$ cat config.mk
export PLATFORM = sky130hd
export DESIGN_NAME = inst_issue_stage
export DESIGN_NICKNAME = d
export VERILOG_FILES = /design/src/rtl/inst_issue_stage.sv
export SDC_FILE = /design/constraint.sdc
export NUM_CORES = 1
export LEC_CHECK = 0
export CORE_ASPECT_RATIO = 0.75
export CORE_UTILIZATION = 45
export CTS_CLUSTER_DIAMETER = 100
export DETAILED_ROUTE_END_ITERATION = 8
export HOLD_SLACK_MARGIN = 0.02
export PLACE_DENSITY = 0.8
export SLEW_MARGIN = 10
export SYNTH_ARGS = -nofsm -noshare
export SYNTH_HDL_FRONTEND = slang
export SYNTH_SLANG_ARGS = --single-unit
$ cat constraint.sdc
create_clock -name clk -period 3.8 [get_ports clk]
set_input_delay 0.38 -clock clk [delete_from_list [all_inputs] [get_ports clk]]
set_output_delay 0.38 -clock clk [all_outputs]
set_load 0.01 [all_outputs]
$ cat src/rtl/inst_issue_stage.sv
// inst_issue_stage: scoreboarded single-issue stage between the instruction queue and execute
module inst_issue_stage #(
  parameter int PayloadLen = 32,
  parameter int EntryW     = PayloadLen + 18
) (
  input  logic              clk,
  input  logic              rst_n,
  input  logic [EntryW-1:0] q_rdata_i,
  input  logic              q_valid_i,
  output logic              used_o,
  output logic [EntryW-1:0] ex_data_o,
  output logic              ex_valid_o,
  input  logic              ex_allowin_i,
  input  logic              wb_we_i,
  input  logic [4:0]        wb_addr_i,
  input  logic              flush_i,
  output logic [31:0]       stall_cnt_o
);
  logic [4:0] rd, rj, rk;
  logic rd_we, rj_use, rk_use, hz, out_ready, fire;
  logic ex_valid_q, ex_valid_d;
  logic [EntryW-1:0] ex_data_q, ex_data_d;
  logic [31:0] pend_q, pend_d, stall_cnt_q, stall_cnt_d;
  assign rd     = q_rdata_i[4:0];
  assign rj     = q_rdata_i[9:5];
  assign rk     = q_rdata_i[14:10];
  assign rd_we  = q_rdata_i[15];
  assign rj_use = q_rdata_i[16];
  assign rk_use = q_rdata_i[17];
  always_comb begin
    hz          = (rj_use & pend_q[rj]) | (rk_use & pend_q[rk]) | (rd_we & pend_q[rd]);
    out_ready   = !ex_valid_q | ex_allowin_i;
    fire        = q_valid_i & !hz & out_ready & !flush_i;
    ex_valid_d  = flush_i ? 1'b0 : out_ready ? fire : ex_valid_q;
    ex_data_d   = fire ? q_rdata_i : ex_data_q;
    // later assignments win: issue-set overrides writeback-clear, flush overrides both
    pend_d = pend_q;
    if (wb_we_i) pend_d[wb_addr_i] = 1'b0;
    if (fire & rd_we) pend_d[rd] = 1'b1;
    if (flush_i) pend_d = '0;
    pend_d[0]   = 1'b0;
    stall_cnt_d = (q_valid_i & hz & !flush_i & ~&stall_cnt_q) ? stall_cnt_q + 32'd1 : stall_cnt_q;
  end
  always_ff @(posedge clk or negedge rst_n) begin
    if (!rst_n) begin
      ex_valid_q  <= 1'b0;
      ex_data_q   <= '0;
      pend_q      <= '0;
      stall_cnt_q <= '0;
    end else begin
      ex_valid_q  <= ex_valid_d;
      ex_data_q   <= ex_data_d;
      pend_q      <= pend_d;
      stall_cnt_q <= stall_cnt_d;
    end
  end
  assign used_o      = fire;
  assign ex_valid_o  = ex_valid_q;
  assign ex_data_o   = ex_data_q;
  assign stall_cnt_o = stall_cnt_q;
endmodule
### After elaboration in Yosys (flattened, before gate mapping)

Index checks and enable logic that the tools add are counted.

* output and inout bits: 84
* bits of input ports: 61
* bits in registers: 114
* logic and storage cells: 50

* order comparisons: 6
* add/subtract/negate cells: 1
* muxes and demuxes: 15
* reduce and logical (&&, ||, !) cells: 8
* bitwise logic cells: 16

Operator list (number)
* 2-to-1 mux 32 bit: 3
* adder 32 x 1 -> 32 bit, second input constant: 1
* AND 32 bit: 1
* inverter 32 bit: 1
* OR 32 bit: 1
* AND reduction 32 bit: 1
* < comparator 5 x 6 -> 1 bit, second input constant: 4
* binary-select mux 1 bit (select 5 bit): 3
* AND 1 bit: 10
* demux 1 bit (select 5 bit): 2
* >= comparator 5 x 1 -> 1 bit, second input constant: 2
* 2-to-1 mux 1 bit: 7
* zero test 1 bit: 4
* OR 1 bit: 3
* logical AND 1 bit: 2
* nonzero test 2 bit: 1

### Depth between registers and ports, before layout

Gate-level depths: netlist of run 1.

* depth after elaboration: 12
* gate-level depth with buffers: 12
* gate-level depth less buffers: 7

### Least setup slack after synthesis of run 1

No wires, ideal clock.

* kind: in2out
* start point: input q_rdata_i[10]
* end point: output used_o
* stages: 11
* data required time: 3.420 ns
* path buffers: 4
* arrival time: 2.525 ns
* slack: 0.895 ns
* cell sequence: buf_2 > mux4_2 > nand2_1 > o21ai_0 > o31a_1 > a221o_1 > buf_2 > or2_1 > buf_6 > buf_6 > inv_1

* cells in the longest elaborated chain, start to end: 9

Ends and longest elaborated chain
* start: declaration: line 8 `input logic [EntryW-1:0] q_rdata_i,`
* binary-select mux 1 bit (select 5 bit): line 31 `hz = (rj_use & pend_q[rj]) | (rk_use & pend_q[rk]) | (rd_we & pend_q[rd]);`
* 2-to-1 mux 1 bit (implied by the code): line 31
* AND 1 bit: line 31
* OR 1 bit (2 in a row): line 31
* zero test 1 bit: line 33 `fire = q_valid_i & !hz & out_ready & !flush_i;`
* AND 1 bit (3 in a row): line 33
* end: declaration: line 10 `output logic used_o,`

No other way between the ends. The select of a mux whose other input is x is not followed.

### Final worst setup path of run 1

* start point: input q_rdata_i[11]
* end point: output used_o

The elaborated chain is that of the path after synthesis.

==> results of run 1 <==
## flip-flops by register name, summed over array words and instances, names as in the netlist
register,flops
ex_data_o,50
ex_valid_o,1
pend_q,31
stall_cnt_o,32
## cells by family after synthesis
kind of cell	Yosys count
mux	89
xor+xnor	31
fa+ha+maj	1
compound gates	75
simple gates	198
buf+inv	43
flops	114
## metal layers
layer / wire (um) / part of all wire, % / GRT usage (%) / vias to the layer above
met5: 0 / 0 / 0 / -
met4: 469 / 2.6 / 12.3 / 0
met3: 1820 / 10 / 8.61 / 40
met2: 7960 / 44 / 38.4 / 284
met1: 7690 / 43 / 34.7 / 2553
li1: - / - / - / 2339
## stage by stage
| stage | hold WS [ns] | power, W |
|---|---|---|
| floorplan | 0.0844 | 0.00189 |
| global route | 0.123 | 0.00426 |
| global placement | 0.482 | 0.00236 |
| detailed placement | 0.488 | 0.00239 |
| CTS | 0.0938 | 0.00413 |
| finish | 0.0644 | 0.00410 |
## how the worst max path moves through the flow
stage / startpoint / to / slack (ns) / depth (start not counted)
5_1_grt: q_rdata_i[11] / used_o / 0.007 / 9
3_3_place_gp: q_rdata_i[1] / used_o / 0.11 / 10
6_report: q_rdata_i[11] / used_o / 0.13 / 9
4_1_cts: q_rdata_i[1] / used_o / 0.05 / 10
3_5_place_dp: q_rdata_i[1] / used_o / 0.07 / 10
2_1_floorplan: q_rdata_i[10] / used_o / 0.90 / 11
## area by class of cell
type | count | area, um^2 | share of cell area, %
tap | 171 | 214 | 2.50
multi-input combinational | 394 | 3220 | 37.6
clock inverter | 10 | 181 | 2.12
clock buffer | 21 | 450 | 5.26
inverter | 7 | 26.3 | 0.307
timing repair buffer | 164 | 1620 | 19.0
sequential | 114 | 2850 | 33.3
## power breakdown
| part | total (W) | switching, W | leakage, nW | internal, W |
|---|---|---|---|---|
| registers | 0.00148 | 0.000115 | 1.48 | 0.00137 |
| clock network | 0.00172 | 0.000546 | 0.307 | 0.00117 |
| logic | 0.000896 | 0.000352 | 1.88 | 0.000543 |
## critical path, stage by stage
cell                              delay [ns]
sky130_fd_sc_hd__clkdlybuf4s50_1        0.67
sky130_fd_sc_hd__mux4_2                 0.54
sky130_fd_sc_hd__mux2i_1                0.16
sky130_fd_sc_hd__nand3_1                0.10
sky130_fd_sc_hd__and3_1                 0.20
sky130_fd_sc_hd__a221o_1                0.34
sky130_fd_sc_hd__or2_4                  0.25
sky130_fd_sc_hd__inv_1                  0.06
sky130_fd_sc_hd__clkdlybuf4s50_1        0.59
## cell usage in the layout (no fill, tap or decap), types with 6 or more instances in the layout
cell type | synthesis | layout
sky130_fd_sc_hd__and3_1 | 13 | 13
sky130_fd_sc_hd__buf_4 | 0 | 19
sky130_fd_sc_hd__clkbuf_16 | 0 | 17
sky130_fd_sc_hd__clkdlybuf4s50_1 | 0 | 139
sky130_fd_sc_hd__dfrtp_1 | 114 | 114
sky130_fd_sc_hd__inv_1 | 7 | 7
sky130_fd_sc_hd__mux2_2 | 7 | 7
sky130_fd_sc_hd__mux2_4 | 47 | 47
sky130_fd_sc_hd__mux2i_1 | 24 | 24
sky130_fd_sc_hd__mux4_2 | 11 | 11
sky130_fd_sc_hd__nand2_1 | 34 | 34
sky130_fd_sc_hd__nand3_1 | 35 | 35
sky130_fd_sc_hd__nand3b_1 | 19 | 19
sky130_fd_sc_hd__nand4_1 | 15 | 15
sky130_fd_sc_hd__nor2_1 | 17 | 17
sky130_fd_sc_hd__nor2b_1 | 22 | 22
sky130_fd_sc_hd__nor3_1 | 7 | 7
sky130_fd_sc_hd__nor3b_1 | 6 | 6
sky130_fd_sc_hd__o21ai_0 | 25 | 25
sky130_fd_sc_hd__o31ai_1 | 21 | 21
sky130_fd_sc_hd__o41ai_1 | 7 | 7
sky130_fd_sc_hd__xnor2_1 | 31 | 31
==> results.txt, run 1 <==
- The flow ran to the end, but the final reports show violations.
* Violated checks: design-rule violations
- Total DRC errors in the routed layout: 28
- The cell sitting at the root of the clock tree is a sky130_fd_sc_hd__clkbuf_16.
* Data arrival, critical path: 3.29 ns
- After layout, the minimum clock period comes to approximately 3.7 ns.
- By area, the combinational part of the netlist is dominated by multiplexers.
- For the worst-skew pair, the clock arrives at the later sink with an insertion delay of approximately 0.41 ns.
* Routability-driven placement congestion ratio: slightly above 0.9
- Router iterations before antenna repair: 7
- Chip Width: 138 um
- Iteration-0 DRC count of the detailed router: ~470
- The top cell type by area accounts for a little under half of the synthesized area.
- Ranked by instance count, the synthesized netlist is headed by sky130_fd_sc_hd__dfrtp_1, sky130_fd_sc_hd__mux2_4, sky130_fd_sc_hd__nand3_1.
- Register bit count reported by yosys: 114
- Number of resized instances in the post-cts repair step: 0
- Across all setup checks in the final design, the least slack found is 0.131 ns.
* Clock Skew: 0.00964 ns
* Yosys warning total: 0
- Synth Cell Area: about 6300 um^2
- Of all cell types, the one taking the most synthesized area is sky130_fd_sc_hd__dfrtp_1.
- Startpoint-to-endpoint class of the critical path: input port to output port
- Setup violations remaining at the end of the flow were counted as 0.
* Required arrival time at the worst endpoint: approximately 3.4 ns
* Total negative setup slack: 0 ns
* Routed vias/inst: between 5 and 6
- Fraction of the mapped netlist area in compound gates: between 8 and 9%
- Reported leakage power: about 3.7 nW
- Via count of the first global-routing pass: approximately 5300
* Type of destination of the critical path: output port
* Worst VDD drop: roughly 0.35 mV
* Placed insts: 850
- Number of buffers inserted by port buffering: roughly 140
- Relative max-transition margin: a little over two fifths
- The total count of max-transition violations in the final report is 0.
* DP Worst Slack: roughly 0.070 ns
* Synth-to-Final Area Change: 36.3%
- For this run, the top clock speed supported by timing is around 270 MHz.
- Overall global routing resource usage: 26.1%
- Initial antenna violation count: 0
* Via count: approximately 5200
- Top fanout value on the critical path: 7
- Most used flip-flop cell after synthesis: sky130_fd_sc_hd__dfrtp_1
* Final cell area excluding filler cells: ~8600 um^2
- Entering global routing, the biggest net connects 65 pins.
* Reg-to-reg critical path startpoint: stall_cnt_o[5]$_DFFE_PN0P_
- EDFF count, synth: 0
- In this run the standard cell core region covers roughly 13000 um^2.
* Multiplexer share of the synthesized area: 20.2%
* Count of different cell masters after synthesis: between 40 and 50
- Final Net Count: 760
- FF-to-FF path depth: 8
* Power density over the cells: 478 nW/um^2
* Avg Synthesized Cell Area: 11.4 um^2
* Type of origin of the critical path: input port
* Most numerous cell in the Yosys netlist: sky130_fd_sc_hd__dfrtp_1
- After Yosys synthesis, full adders, half adders and majority gates account for less than 1% of the synthesized area.
- Setup bufs post-CTS: 0
* FF-to-FF End: stall_cnt_o[20]$_DFFE_PN0P_
* Synthesized-area fraction occupied by xor and xnor cells: under 10%
- The first global-routing pass estimated just under 30000 um of wire.
* Clock tree from TritonCTS: yes
- The share of the Yosys chip area taken by registers is 45.4%.
- Layout Cells excl Fill: around 900
* Mean routed wirelength per cell: 20.4 um
- The setup check on the worst reg-to-reg path leaves a slack of 0.94 ns.
- Remaining Overflow, GRT: 0
- Of the total synthesized cell area, the portion taken by AND, OR, NAND and NOR gates is 18.2%.
* ANT cells: 0
- DRT antenna net count: 0
* Clk pin slew, worst setup/hold paths: 0.05 ns
- Sorting the synthesized cells by area gives the leading types as sky130_fd_sc_hd__dfrtp_1, sky130_fd_sc_hd__mux2_4, sky130_fd_sc_hd__xnor2_1.
- Type of the tightest min-delay check: input port to asynchronous set/reset pin
* Proportion of layout cells with a drive suffix above 1: between 15 and 20%
- Number of violations of the max-capacitance limit: 0
* Placed cell area: about 8000 um^2
* Inserted Clock Buffers: 17
- The routed design has about 18000 um of wire.
- Counting flops with an async set or reset pin after synthesis yields a share of 100%.
- Actual slew at the worst max-slew pin: between 0.8 and 0.9 ns
* Num Clock Sinks: between 100 and 150
* Final core utilization: 64.5%
- Setup repair after global routing left no endpoint under its margin.
- Count of endpoints failing hold in the final timing report: 0
* Number of top-level pins: roughly 150
- Starting density of the core: a little under half
- The floorplan step set the die height to 104 um.
- The initialized floorplan defines 36 standard-cell rows.
- The worst path uses around 97% of the clock period.
- Final HPWL DP: between 10000 and 15000 um
- Number of filler instances in the final layout: just under 1000
- Maximum level of the CTS H-tree: 4
- Longest Clk Path Bufs: 2
- In this run, post-CTS hold repair placed 0 buffers.
- The die covers about 14000 um^2.
* Synthesized Nets: 613
- Synthesis produced a netlist whose cell count is around 550.
Note: power is estimated with default switching activity, not from simulation.
==> run 2, diff against run 1 <==
SETUP_SLACK_MARGIN = 0.5   (was default)
==> run 2 against run 1 <==
The flow still finishes with violations (design-rule violations); die area unchanged; combinational power down 0.6%; utilization is 0.20 points lower; total power is 0.15% lower; routed wire length fell by 0.65%; worst setup slack better by 0.52 ns; final cell count unchanged; sequential cell count is the same; non-clock buffer count unchanged.
==> results.txt, run 2 (synthesis results as in run 1) <==
* Final number of max-transition violations: 0
* Post-route clock period utilization: between 80 and 90%
* Total DRC errors in the routed layout: 28
- Clk pin slew, worst setup/hold paths: 0.05 ns
* RSZ-0062 raised after global routing: false
- Inserted Clock Buffers: 17
- Across all hold checks on the routed design, the worst slack comes to just under 0.07 ns.
- Final Net Count: 760
- The congestion estimate from routability-driven global placement came to between 0.9 and 1.
- Floorplan die area: 14400 um^2
- Between clock sinks in the finished design, the worst skew comes to ~0.0097 ns.
* Type of destination of the critical path: output port
- Worst VDD drop: around 0.35 mV
- The detailed router finished its first iteration with around 440 violations.
- Actual slew at the worst max-slew pin: 0.845 ns
* Reg-to-reg critical path startpoint: stall_cnt_o[5]$_DFFE_PN0P_
- The library cell used most frequently in the layout, excluding fill and tap cells, is sky130_fd_sc_hd__clkdlybuf4s50_1.
- Num Clock Sinks: approximately 110
- Violated checks: design-rule violations
- CTS placed an instance of sky130_fd_sc_hd__clkbuf_16 at the clock tree root.
- Reported leakage power: approximately 3.6 nW
* Clock tree from TritonCTS: yes
- Most frequent cells in the layout: sky130_fd_sc_hd__clkdlybuf4s50_1, sky130_fd_sc_hd__dfrtp_1, sky130_fd_sc_hd__mux2_4, sky130_fd_sc_hd__nand3_1, sky130_fd_sc_hd__nand2_1
- Overall global routing resource usage: between 20% and 30%
- Initial antenna violation count: 0
- Count of endpoints failing hold in the final timing report: 0
- After legalization and detailed placement, the total HPWL measured ~13000 um.
- Drt total wl: ~18000 um
- Based on the critical path, the design can be clocked at up to approximately 320 MHz.
- Hold-fix buffers, CTS: 0
* Data arrival, critical path: between 2 and 3 ns
* Global-route wire length before repair: 29000 um
- Input and output buffers added on the ports amount to ~140.
- In this run the worst hold path is classified as input port to asynchronous set/reset pin.
* Final core utilization: ~64%
- The finished cells cover 8540 um^2.
- The run finished, with violations left.
- Setup slack on the worst reg-to-reg path comes out at ~0.94 ns.
* Core area: ~13000 um^2
- Number of rows in the core area: 36
* Number of top-level pins: approximately 150
* Synth-to-Final Area Change: 35.9%
* Via count: ~5200
- FF-to-FF End: stall_cnt_o[20]$_DFFE_PN0P_
- 0 antenna diodes ended up in the layout.
* Router iterations before antenna repair: 7
- Longest Clk Path Bufs: 2
* Top fanout value on the critical path: 4
- In this run the number of H-tree levels came out at 4.
- Y dimension of the die: roughly 100 um
- Dividing total power by cell area gives a power density of 479 nW/um^2.
* Number of violations of the max-capacitance limit: 0
* Mean routed wirelength per cell: 20.2 um
* Proportion of layout cells with a drive suffix above 1: 17.5%
* Final worst path period need: 3.15 ns
* Relative max-transition margin: a little over two fifths
- DRT antenna net count: 0
* FF-to-FF path depth: 8
- Startpoint-to-endpoint class of the critical path: flop to output port
* Type of origin of the critical path: flop
- Clock insertion delay at the later pin of the skew report: 0.41 ns
- Starting density of the core: 47.3%
- Routed vias/inst: between 5 and 6
- From left edge to right edge, the die measures around 140 um.
- Maximum number of pins on one net before global-route repair: 65
- Required arrival time at the worst endpoint: between 3 and 4 ns
- Placed cell area: 7920 um^2
* Total negative setup slack: 0 ns
- Count of endpoints failing setup in the final report: 0
- The via count of the first global-routing pass is between 5000 and 6000.
- Flip-flop count of the largest register after layout: 50
* Remaining Overflow, GRT: 0
==> run 2: worst max path at each step <==
stage	from	end	slack, ns	depth (start not counted)
3_5_place_dp	q_rdata_i[1]	used_o	0.07	10
4_1_cts	pend_q[17]$_DFF_PN0_	used_o	0.61	8
2_1_floorplan	q_rdata_i[10]	used_o	0.90	11
5_1_grt	pend_q[7]$_DFF_PN0_	used_o	0.52	8
6_report	pend_q[19]$_DFF_PN0_	used_o	0.65	8
3_3_place_gp	q_rdata_i[1]	used_o	0.11	10
==> run 2: layer usage <==
| metal | vias up | global-route usage, % | share of wire [%] |
|---|---|---|---|
| li1 | 2340 | - | - |
| met1 | 2553 | 34.7 | 43 |
| met2 | 297 | 38.3 | 44 |
| met3 | 47 | 8.56 | 10 |
| met4 | 0 | 12.2 | 2.8 |
| met5 | - | 0 | 0 |
==> run 2: layout make-up <==
class | count | area [um^2]
fillers | 986 | 4750
multi-input cells | 394 | 3220
flip-flops and latches | 114 | 2850
repair buffers | 164 | 1600
clock buffers | 21 | 450
well taps | 171 | 214
clock inverters | 10 | 181
inverters | 7 | 26.3
==> run 2: worst max-delay path, cell delays in order, from the launching register on <==
cell	delay, ns
sky130_fd_sc_hd__dfrtp_1	0.46
sky130_fd_sc_hd__mux4_2	0.49
sky130_fd_sc_hd__mux2i_1	0.19
sky130_fd_sc_hd__a22oi_1	0.11
sky130_fd_sc_hd__and4_1	0.23
sky130_fd_sc_hd__a221o_1	0.29
sky130_fd_sc_hd__or2_4	0.25
sky130_fd_sc_hd__inv_1	0.06
sky130_fd_sc_hd__clkdlybuf4s15_1	0.29
==> run 2: repair_timing <==
action                                  4_1_cts  5_1_grt
setup buffers                                 0        0
endpoints found under the setup margin        1        1
resized for setup                            11        5
==> run 2: where the power goes <==
part / leakage (nW) / switching (W) / internal [W]
clock: 0.307 / 0.000545 / 0.00117
sequential: 1.48 / 0.000114 / 0.00137
combinational: 1.86 / 0.000351 / 0.000539
==> run 2: metrics by stage <==
step | instances | setup WS, ns | total power, W
after global placement | 850 | 0.110 | 0.00236
after floorplan | 551 | 0.895 | 0.00189
final | 881 | 0.649 | 0.00409
after global routing | 881 | 0.524 | 0.00425
after detailed placement | 850 | 0.0698 | 0.00239
after CTS | 881 | 0.612 | 0.00413
